===== src/rtl/inst_fetch_queue_if.sv =====
// Bus bundle for inst_fetch_queue.
// It groups the PC-stage request, the instruction-memory grant/response
// handshake, and the decode-side valid/ready queue head.
// slave  : the fetch queue side.
// master : the environment side, which holds the PC stage, memory and decode.
interface inst_fetch_queue_if;
    logic [63:0] inst_addr;
    logic        inst_ena;
    logic        if_stall;
    logic        flush;
    logic        mem_req;
    logic [63:0] mem_addr;
    logic        mem_gnt;
    logic        mem_rvalid;
    logic [31:0] mem_rdata;
    logic        id_valid;
    logic        id_ready;
    logic [63:0] id_pc;
    logic [31:0] id_inst;
    logic        id_misalign;

    modport slave (
        input  inst_addr, inst_ena, flush, mem_gnt, mem_rvalid, mem_rdata, id_ready,
        output if_stall, mem_req, mem_addr, id_valid, id_pc, id_inst, id_misalign
    );

    modport master (
        output inst_addr, inst_ena, flush, mem_gnt, mem_rvalid, mem_rdata, id_ready,
        input  if_stall, mem_req, mem_addr, id_valid, id_pc, id_inst, id_misalign
    );
endinterface


===== src/rtl/inst_fetch_queue.sv =====
// inst_fetch_queue: issues one fetch at a time to instruction memory and
// queues the returned words, each with its PC, in a DEPTH-entry FIFO for decode.
// A queue slot is reserved for every outstanding fetch, so the FIFO cannot overflow.
// A flush empties the queue. A fetch that is still in flight is marked killed,
// and its response is dropped when it arrives.
// Optional feature: define FETCH_MISALIGN_CHK_EN to enable the misaligned-fetch check.
module inst_fetch_queue #(
    parameter int DEPTH = 4
) (
    input  logic             clk,
    input  logic             rst,
    inst_fetch_queue_if.slave bus
);
    localparam int PTR_W = $clog2(DEPTH);
    localparam int CNT_W = PTR_W + 1;
    localparam logic [CNT_W:0]   DEPTH_C = (CNT_W + 1)'(DEPTH);
    localparam logic [PTR_W-1:0] PTR_ONE = {{(PTR_W-1){1'b0}}, 1'b1};
    localparam logic [CNT_W-1:0] CNT_ONE = {{(CNT_W-1){1'b0}}, 1'b1};

    typedef enum logic [2:0] {
        ST_IDLE  = 3'd0,
        ST_REQ   = 3'd1,
        ST_WAIT  = 3'd2,
        ST_KREQ  = 3'd3,
        ST_KWAIT = 3'd4
    } state_t;

    state_t           state_r, state_nxt_s;
    logic             mem_req_r;
    logic [63:0]      mem_addr_r;
    logic [PTR_W-1:0] wr_ptr_r, rd_ptr_r;
    logic [CNT_W-1:0] count_r;
    logic [63:0]      pc_q_r   [DEPTH];
    logic [31:0]      inst_q_r [DEPTH];

    logic             inflight_s, space_s, accept_s, issue_s;
    logic             rsp_push_s, push_s, pop_s;
    logic [CNT_W:0]   occ_s;
    logic [63:0]      push_pc_s;
    logic [31:0]      push_inst_s;

`ifdef FETCH_MISALIGN_CHK_EN
    logic             misal_q_r [DEPTH];
    logic             addr_ok_s, misal_push_s;
    assign addr_ok_s    = (bus.inst_addr[1:0] == 2'b00);
    assign issue_s      = accept_s & addr_ok_s;
    assign misal_push_s = accept_s & ~addr_ok_s;
`else
    assign issue_s      = accept_s;
`endif

    // An outstanding live fetch holds a slot. A same-cycle pop is not credited.
    assign inflight_s = (state_r == ST_REQ) || (state_r == ST_WAIT);
    assign occ_s      = {1'b0, count_r} + {{CNT_W{1'b0}}, inflight_s};
    assign space_s    = (occ_s < DEPTH_C);

    // Accept a new fetch address when idle, or when the current response completes.
    always_comb begin
        accept_s = 1'b0;
        if (bus.inst_ena && !bus.flush && space_s) begin
            if (state_r == ST_IDLE) begin
                accept_s = 1'b1;
            end else if ((state_r == ST_WAIT) && bus.mem_rvalid) begin
`ifdef FETCH_MISALIGN_CHK_EN
                accept_s = addr_ok_s;
`else
                accept_s = 1'b1;
`endif
            end else begin
                accept_s = 1'b0;
            end
        end else begin
            accept_s = 1'b0;
        end
    end

    // Stall the PC stage whenever it offers an address that cannot be taken.
    always_comb begin
        bus.if_stall = 1'b0;
        if (rst) begin
            bus.if_stall = 1'b0;
        end else begin
            bus.if_stall = bus.inst_ena & ~accept_s;
        end
    end

    // Select the FIFO push source: a memory response, or a misaligned-fetch marker.
    always_comb begin
        rsp_push_s  = (state_r == ST_WAIT) && bus.mem_rvalid && !bus.flush;
`ifdef FETCH_MISALIGN_CHK_EN
        push_s      = rsp_push_s | misal_push_s;
`else
        push_s      = rsp_push_s;
`endif
        pop_s       = (count_r != {CNT_W{1'b0}}) && bus.id_ready;
        push_pc_s   = rsp_push_s ? mem_addr_r : bus.inst_addr;
        push_inst_s = rsp_push_s ? bus.mem_rdata : 32'h0000_0000;
    end

    // Compute the next fetch state. A flush kills any fetch that is still in flight.
    always_comb begin
        state_nxt_s = state_r;
        case (state_r)
            ST_IDLE: begin
                if (issue_s) state_nxt_s = ST_REQ;
                else         state_nxt_s = ST_IDLE;
            end
            ST_REQ: begin
                // A grant in the flush cycle means memory already owes a response.
                if (bus.flush)        state_nxt_s = bus.mem_gnt ? ST_KWAIT : ST_KREQ;
                else if (bus.mem_gnt) state_nxt_s = ST_WAIT;
                else                  state_nxt_s = ST_REQ;
            end
            ST_WAIT: begin
                if (bus.flush)           state_nxt_s = bus.mem_rvalid ? ST_IDLE : ST_KWAIT;
                else if (bus.mem_rvalid) state_nxt_s = issue_s ? ST_REQ : ST_IDLE;
                else                     state_nxt_s = ST_WAIT;
            end
            ST_KREQ: begin
                if (bus.mem_gnt) state_nxt_s = ST_KWAIT;
                else             state_nxt_s = ST_KREQ;
            end
            ST_KWAIT: begin
                if (bus.mem_rvalid) state_nxt_s = ST_IDLE;
                else                state_nxt_s = ST_KWAIT;
            end
            default: state_nxt_s = ST_IDLE;
        endcase
    end

    // Register the state, the request strobe and the request address.
    always_ff @(posedge clk) begin
        if (rst) begin
            state_r    <= ST_IDLE;
            mem_req_r  <= 1'b0;
            mem_addr_r <= 64'h0;
        end else begin
            state_r   <= state_nxt_s;
            mem_req_r <= (state_nxt_s == ST_REQ) || (state_nxt_s == ST_KREQ);
            if (issue_s) mem_addr_r <= bus.inst_addr;
            else         mem_addr_r <= mem_addr_r;
        end
    end

    // Update the FIFO storage, pointers and occupancy. A flush clears the queue.
    always_ff @(posedge clk) begin
        if (rst) begin
            wr_ptr_r <= {PTR_W{1'b0}};
            rd_ptr_r <= {PTR_W{1'b0}};
            count_r  <= {CNT_W{1'b0}};
            for (int i = 0; i < DEPTH; i++) begin
                pc_q_r[i]    <= 64'h0;
                inst_q_r[i]  <= 32'h0;
`ifdef FETCH_MISALIGN_CHK_EN
                misal_q_r[i] <= 1'b0;
`endif
            end
        end else if (bus.flush) begin
            wr_ptr_r <= {PTR_W{1'b0}};
            rd_ptr_r <= {PTR_W{1'b0}};
            count_r  <= {CNT_W{1'b0}};
        end else begin
            if (push_s) begin
                pc_q_r[wr_ptr_r]    <= push_pc_s;
                inst_q_r[wr_ptr_r]  <= push_inst_s;
`ifdef FETCH_MISALIGN_CHK_EN
                misal_q_r[wr_ptr_r] <= ~rsp_push_s;
`endif
                wr_ptr_r <= wr_ptr_r + PTR_ONE;
            end
            if (pop_s) rd_ptr_r <= rd_ptr_r + PTR_ONE;
            case ({push_s, pop_s})
                2'b10:   count_r <= count_r + CNT_ONE;
                2'b01:   count_r <= count_r - CNT_ONE;
                default: count_r <= count_r;
            endcase
        end
    end

    assign bus.mem_req  = mem_req_r;
    assign bus.mem_addr = mem_addr_r;
    assign bus.id_valid = (count_r != {CNT_W{1'b0}});
    assign bus.id_pc    = pc_q_r[rd_ptr_r];
    assign bus.id_inst  = inst_q_r[rd_ptr_r];
`ifdef FETCH_MISALIGN_CHK_EN
    assign bus.id_misalign = misal_q_r[rd_ptr_r];
`else
    assign bus.id_misalign = 1'b0;
`endif
endmodule


===== src/flat_wrapper.sv =====
// flat-port wrapper written by rule: the top's interface ports become plain ports
module inst_fetch_queue_flat 
#(
    parameter int DEPTH = 4
)
  (clk, rst, bus_inst_addr, bus_inst_ena, bus_flush, bus_mem_gnt, bus_mem_rvalid, bus_mem_rdata, bus_id_ready, bus_if_stall, bus_mem_req, bus_mem_addr, bus_id_valid, bus_id_pc, bus_id_inst, bus_id_misalign);
  inst_fetch_queue_if bus_i ();
  input  logic clk;
  input  logic rst;
  input wire logic [$bits(bus_i.inst_addr)-1:0] bus_inst_addr;
  input wire logic [$bits(bus_i.inst_ena)-1:0] bus_inst_ena;
  input wire logic [$bits(bus_i.flush)-1:0] bus_flush;
  input wire logic [$bits(bus_i.mem_gnt)-1:0] bus_mem_gnt;
  input wire logic [$bits(bus_i.mem_rvalid)-1:0] bus_mem_rvalid;
  input wire logic [$bits(bus_i.mem_rdata)-1:0] bus_mem_rdata;
  input wire logic [$bits(bus_i.id_ready)-1:0] bus_id_ready;
  output wire logic [$bits(bus_i.if_stall)-1:0] bus_if_stall;
  output wire logic [$bits(bus_i.mem_req)-1:0] bus_mem_req;
  output wire logic [$bits(bus_i.mem_addr)-1:0] bus_mem_addr;
  output wire logic [$bits(bus_i.id_valid)-1:0] bus_id_valid;
  output wire logic [$bits(bus_i.id_pc)-1:0] bus_id_pc;
  output wire logic [$bits(bus_i.id_inst)-1:0] bus_id_inst;
  output wire logic [$bits(bus_i.id_misalign)-1:0] bus_id_misalign;
  assign bus_i.inst_addr = bus_inst_addr;
  assign bus_i.inst_ena = bus_inst_ena;
  assign bus_i.flush = bus_flush;
  assign bus_i.mem_gnt = bus_mem_gnt;
  assign bus_i.mem_rvalid = bus_mem_rvalid;
  assign bus_i.mem_rdata = bus_mem_rdata;
  assign bus_i.id_ready = bus_id_ready;
  assign bus_if_stall = bus_i.if_stall;
  assign bus_mem_req = bus_i.mem_req;
  assign bus_mem_addr = bus_i.mem_addr;
  assign bus_id_valid = bus_i.id_valid;
  assign bus_id_pc = bus_i.id_pc;
  assign bus_id_inst = bus_i.id_inst;
  assign bus_id_misalign = bus_i.id_misalign;
  inst_fetch_queue #(.DEPTH(DEPTH)) u_core (.clk(clk), .rst(rst), .bus(bus_i));
endmodule

===== config.mk =====
export PLATFORM = sky130hd
export DESIGN_NAME = inst_fetch_queue_flat
export DESIGN_NICKNAME = d
export VERILOG_FILES = /design/src/rtl/inst_fetch_queue_if.sv /design/src/rtl/inst_fetch_queue.sv /design/src/flat_wrapper.sv
export SDC_FILE = /design/constraint.sdc
export NUM_CORES = 1
export LEC_CHECK = 0
export BUFFER_PORTS_ARGS = -buffer_cell sky130_fd_sc_hd__buf_4
export CAP_MARGIN = 20
export CORE_MARGIN = 10
export CORE_UTILIZATION = 54
export DETAILED_ROUTE_END_ITERATION = 10
export HOLD_SLACK_MARGIN = 0.15
export PLACE_DENSITY = 0.82
export RECOVER_POWER = 100
export SETUP_SLACK_MARGIN = 0.05
export SLEW_MARGIN = 25
export SYNTH_ARGS = -nofsm -noshare
export SYNTH_HDL_FRONTEND = slang
export SYNTH_SLANG_ARGS = --single-unit

===== constraint.sdc =====
create_clock -name clk -period 11.93 [get_ports clk]
set_input_delay 1.7895 -clock clk [delete_from_list [all_inputs] [get_ports clk]]
set_output_delay 1.7895 -clock clk [all_outputs]
set_load 0.01 [all_outputs]

==> run metrics <==
Via-to-Cell Ratio=~5.5; share of cells above drive strength 1=17.4%; via count=approximately 11000; most common library cell in the layout ignoring fill and taps=edfxtp_1; post-CTS sizing=0; GPL Wtd Cong=roughly 0.77; Comb power frac=under 10%; Mapped Area=approximately 20000 µm²; H-tree Lvls=2; first-pass GRT wire length=around 69 mm; total CTS buffers=47; Post-CTS Hold Fix Bufs=0; dpl cell area=~22000 µm²; failing checks=max-capacitance violations, max-slew violations; # DRC=0; relative slew slack=-212%; clk root buf=clkbuf_16; reg2reg start=u_core.state_r[2]; synthesized net count=1403; Final Util=a little over three fifths; part of the power in registers=about 54%; Worst Path Required=11.98 ns; Horiz. Die Dim=211 µm; Net count, final=roughly 1600; hold endpoint=u_core.bus.mem_addr[37]; clock slew at the register clock pins of the worst setup and hold paths=about 0.06 ns; Post-synth EDFFs=~380; dominant cell type by area after synthesis=edfxtp_1; Clock Tree Buf Depth=3; status=finished with violations; largest net degree at the start of global routing=between 90 and 100; most frequent cells in the layout=384 x edfxtp_1, 231 x and2_0, 186 x clkbuf_1; Max Clock Skew=around 0.02 ns; Avg Cell Area, Syn=about 15 µm²; share of total power in the clock network=between 40% and 50%; Max-cap violations=15; Arr. time, crit path=approximately 7.7 ns; Synth Flop Type=edfxtp_1; fmax=131 MHz; synthesized flop and latch total=~460; Final WS setup=between 4 and 5 ns; Final Hold Viols=0; Peak VDD IR=between 0.09 and 0.1 mV; DP HPWL=26.8 mm; CTS Sinks=~460; worst reg2reg endpoint=u_core.inst_q_r[3][8]; Hold Worst Slack=~0.50 ns; final WL=45.1 mm; critical path startpoint category=input pin; Reg2Reg Depth=4; Slew @ Worst Pin=about 4.7 ns; Internal Power=2.69 mW; clock tree from TritonCTS=built; min-delay worst type=reg -> reg; crit path kind=in -> reg; P_leak=8.01 nW; Tcrit/Tclk final=between 60% and 70%; P per Cell Area=approximately 150 nW/µm²; Syn Inst Count=1297; initial DRC count=between 800 and 900; Place WS=between 7 and 8 ns; Post-Layout Cell Count=2046; initial antenna violation count=2; DR WL/cell=22.0 µm; final setup violation count=0; # rows=70; Worst-Skew Late Latency=0.54 ns; Die Y=211 µm; Initial Util=between 50 and 60%; area grow syn2layout=15.6%; Pwr Total=3.40 mW; Inst Count DP=about 2000; core area=36300 µm²; Final min period=about 7.6 ns; max-slew violations=~860; Top Ports=between 200 and 300; DR pass1 iterations=5; Distinct cells, synth=48; grt ovf=0; register area share after synthesis=approximately 66%; fraction of registers with async set/reset=0%; Reg2Reg Setup Slack=approximately 5.9 ns; Post-Route Setup TNS=0 ns; vias in the first global route=about 12000; Crit Path Max Fanout=58; PortBufs=between 200 and 300; Total GRT Usage=between 20% and 30%; sw frac=21.0%; synth top area cells=edfxtp_1 58%, and2_1 12%, mux4_2 11%, dfxtp_1 7.8%, mux2i_1 3.2%; sw power=716 µW; CP Capture Type=register; RSZ-0062 raised after global routing=false; area share of the largest cell type after synthesis=roughly three fifths; post-route ant nets=0; hold path cells=2; Hold Crit Start=u_core.bus.mem_addr[37]; YS warnings=0; number of buffers added for setup after CTS=0; die area=between 40000 and 50000 µm²; post-route cell area=between 20000 and 25000 µm²
[kinds of logic (layout without fill, tap and decap cells)]
| family | Yosys count | after routing | share of synthesized area [%] |
|---|---|---|---|
| AO/OA/AOI/OAI | 24 | 24 | 0.879 |
| XOR/XNOR | 4 | 4 | 0.177 |
| adder cells (fa/ha/maj) | 3 | 3 | 0.228 |
| buffers and inverters | 97 | 377 | 2.59 |
| flip-flops | 461 | 461 | 66.1 |
| multiplexers | 161 | 161 | 14.2 |
| other | 1 | 2 | 0.0190 |
| AND/OR/NAND/NOR | 546 | 546 | 15.8 |
[worst max-delay path by stage]
stage / start / endpoint / slack [ns] / depth (start not counted)
after floorplan: bus_flush / u_core.inst_q_r[1][0] / 2.00 / 3
after detailed placement: rst / bus_if_stall / 7.30 / 4
after global placement: rst / bus_if_stall / 7.30 / 4
after global routing: rst / u_core.pc_q_r[1][57] / 3.77 / 4
after CTS: rst / bus_if_stall / 7.29 / 4
final: rst / u_core.pc_q_r[1][62] / 4.31 / 4
[Yosys cell counts, types with 2 or more instances]
library cell and number:
nor2_1 12, and2_1 384, mux4_2 96, a211oi_1 3
mux2i_1 64, clkbuf_1 45, o21ai_0 2, nand2b_1 3
nor4_4 2, inv_1 7, or2_2 2, dfxtp_1 77
nand3_1 2, or3_1 3, edfxtp_1 384, a21o_1 2
clkbuf_2 4, nand3b_1 2, buf_6 15, xor2_1 3
o31ai_1 2, a21oi_1 5, buf_1 3, buf_2 21
nand2_1 130, ha_1 2
[power groups by stage]
stage                     Combinational, mW  Clock, mW  Sequential [mW]
final                                 0.163       1.41             1.83
after global routing                  0.177       1.50             1.84
after CTS                             0.187       1.43             1.83
after detailed placement              0.186          0             1.86
after global placement                0.184          0             1.86
after floorplan                      0.0824          0             1.86
[routing by layer]
layer | track usage [%] | vias to the layer above | share of wire (%)
li1 | - | 5155 | -
met1 | 25.0 | 5713 | 40
met5 | 0 | - | 0.027
met4 | 4.88 | 2 | 1.9
met3 | 4.30 | 62 | 6.9
met2 | 35.2 | 349 | 51
[state kept, by name, indices dropped and copies added, names as in the netlist, named ones only]
register / flops
u_core.pc_q_r: 256
u_core.inst_q_r: 128
u_core.bus.mem_addr: 64
u_core.count_r: 3
u_core.state_r: 3
u_core.rd_ptr_r: 2
u_core.wr_ptr_r: 2
u_core.bus.mem_req: 1
[layout make-up]
cell class / instances / area, µm²
antenna: 1 / 2.50
sequential: 461 / 13100
timing repair buffer: 284 / 1480
tap: 468 / 586
fill: 2815 / 13500
clock inverter: 26 / 195
multi-input combinational: 739 / 6200
clock buffer: 59 / 1280
inverter: 8 / 31.3
[worst max-delay path, cell delays in order]
cell and delay, ns:
clkbuf_1 0.54, clkinvlp_2 1.89, o31ai_1 0.63, clkbuf_1 2.74
Note: power is estimated with default switching activity, not from simulation.
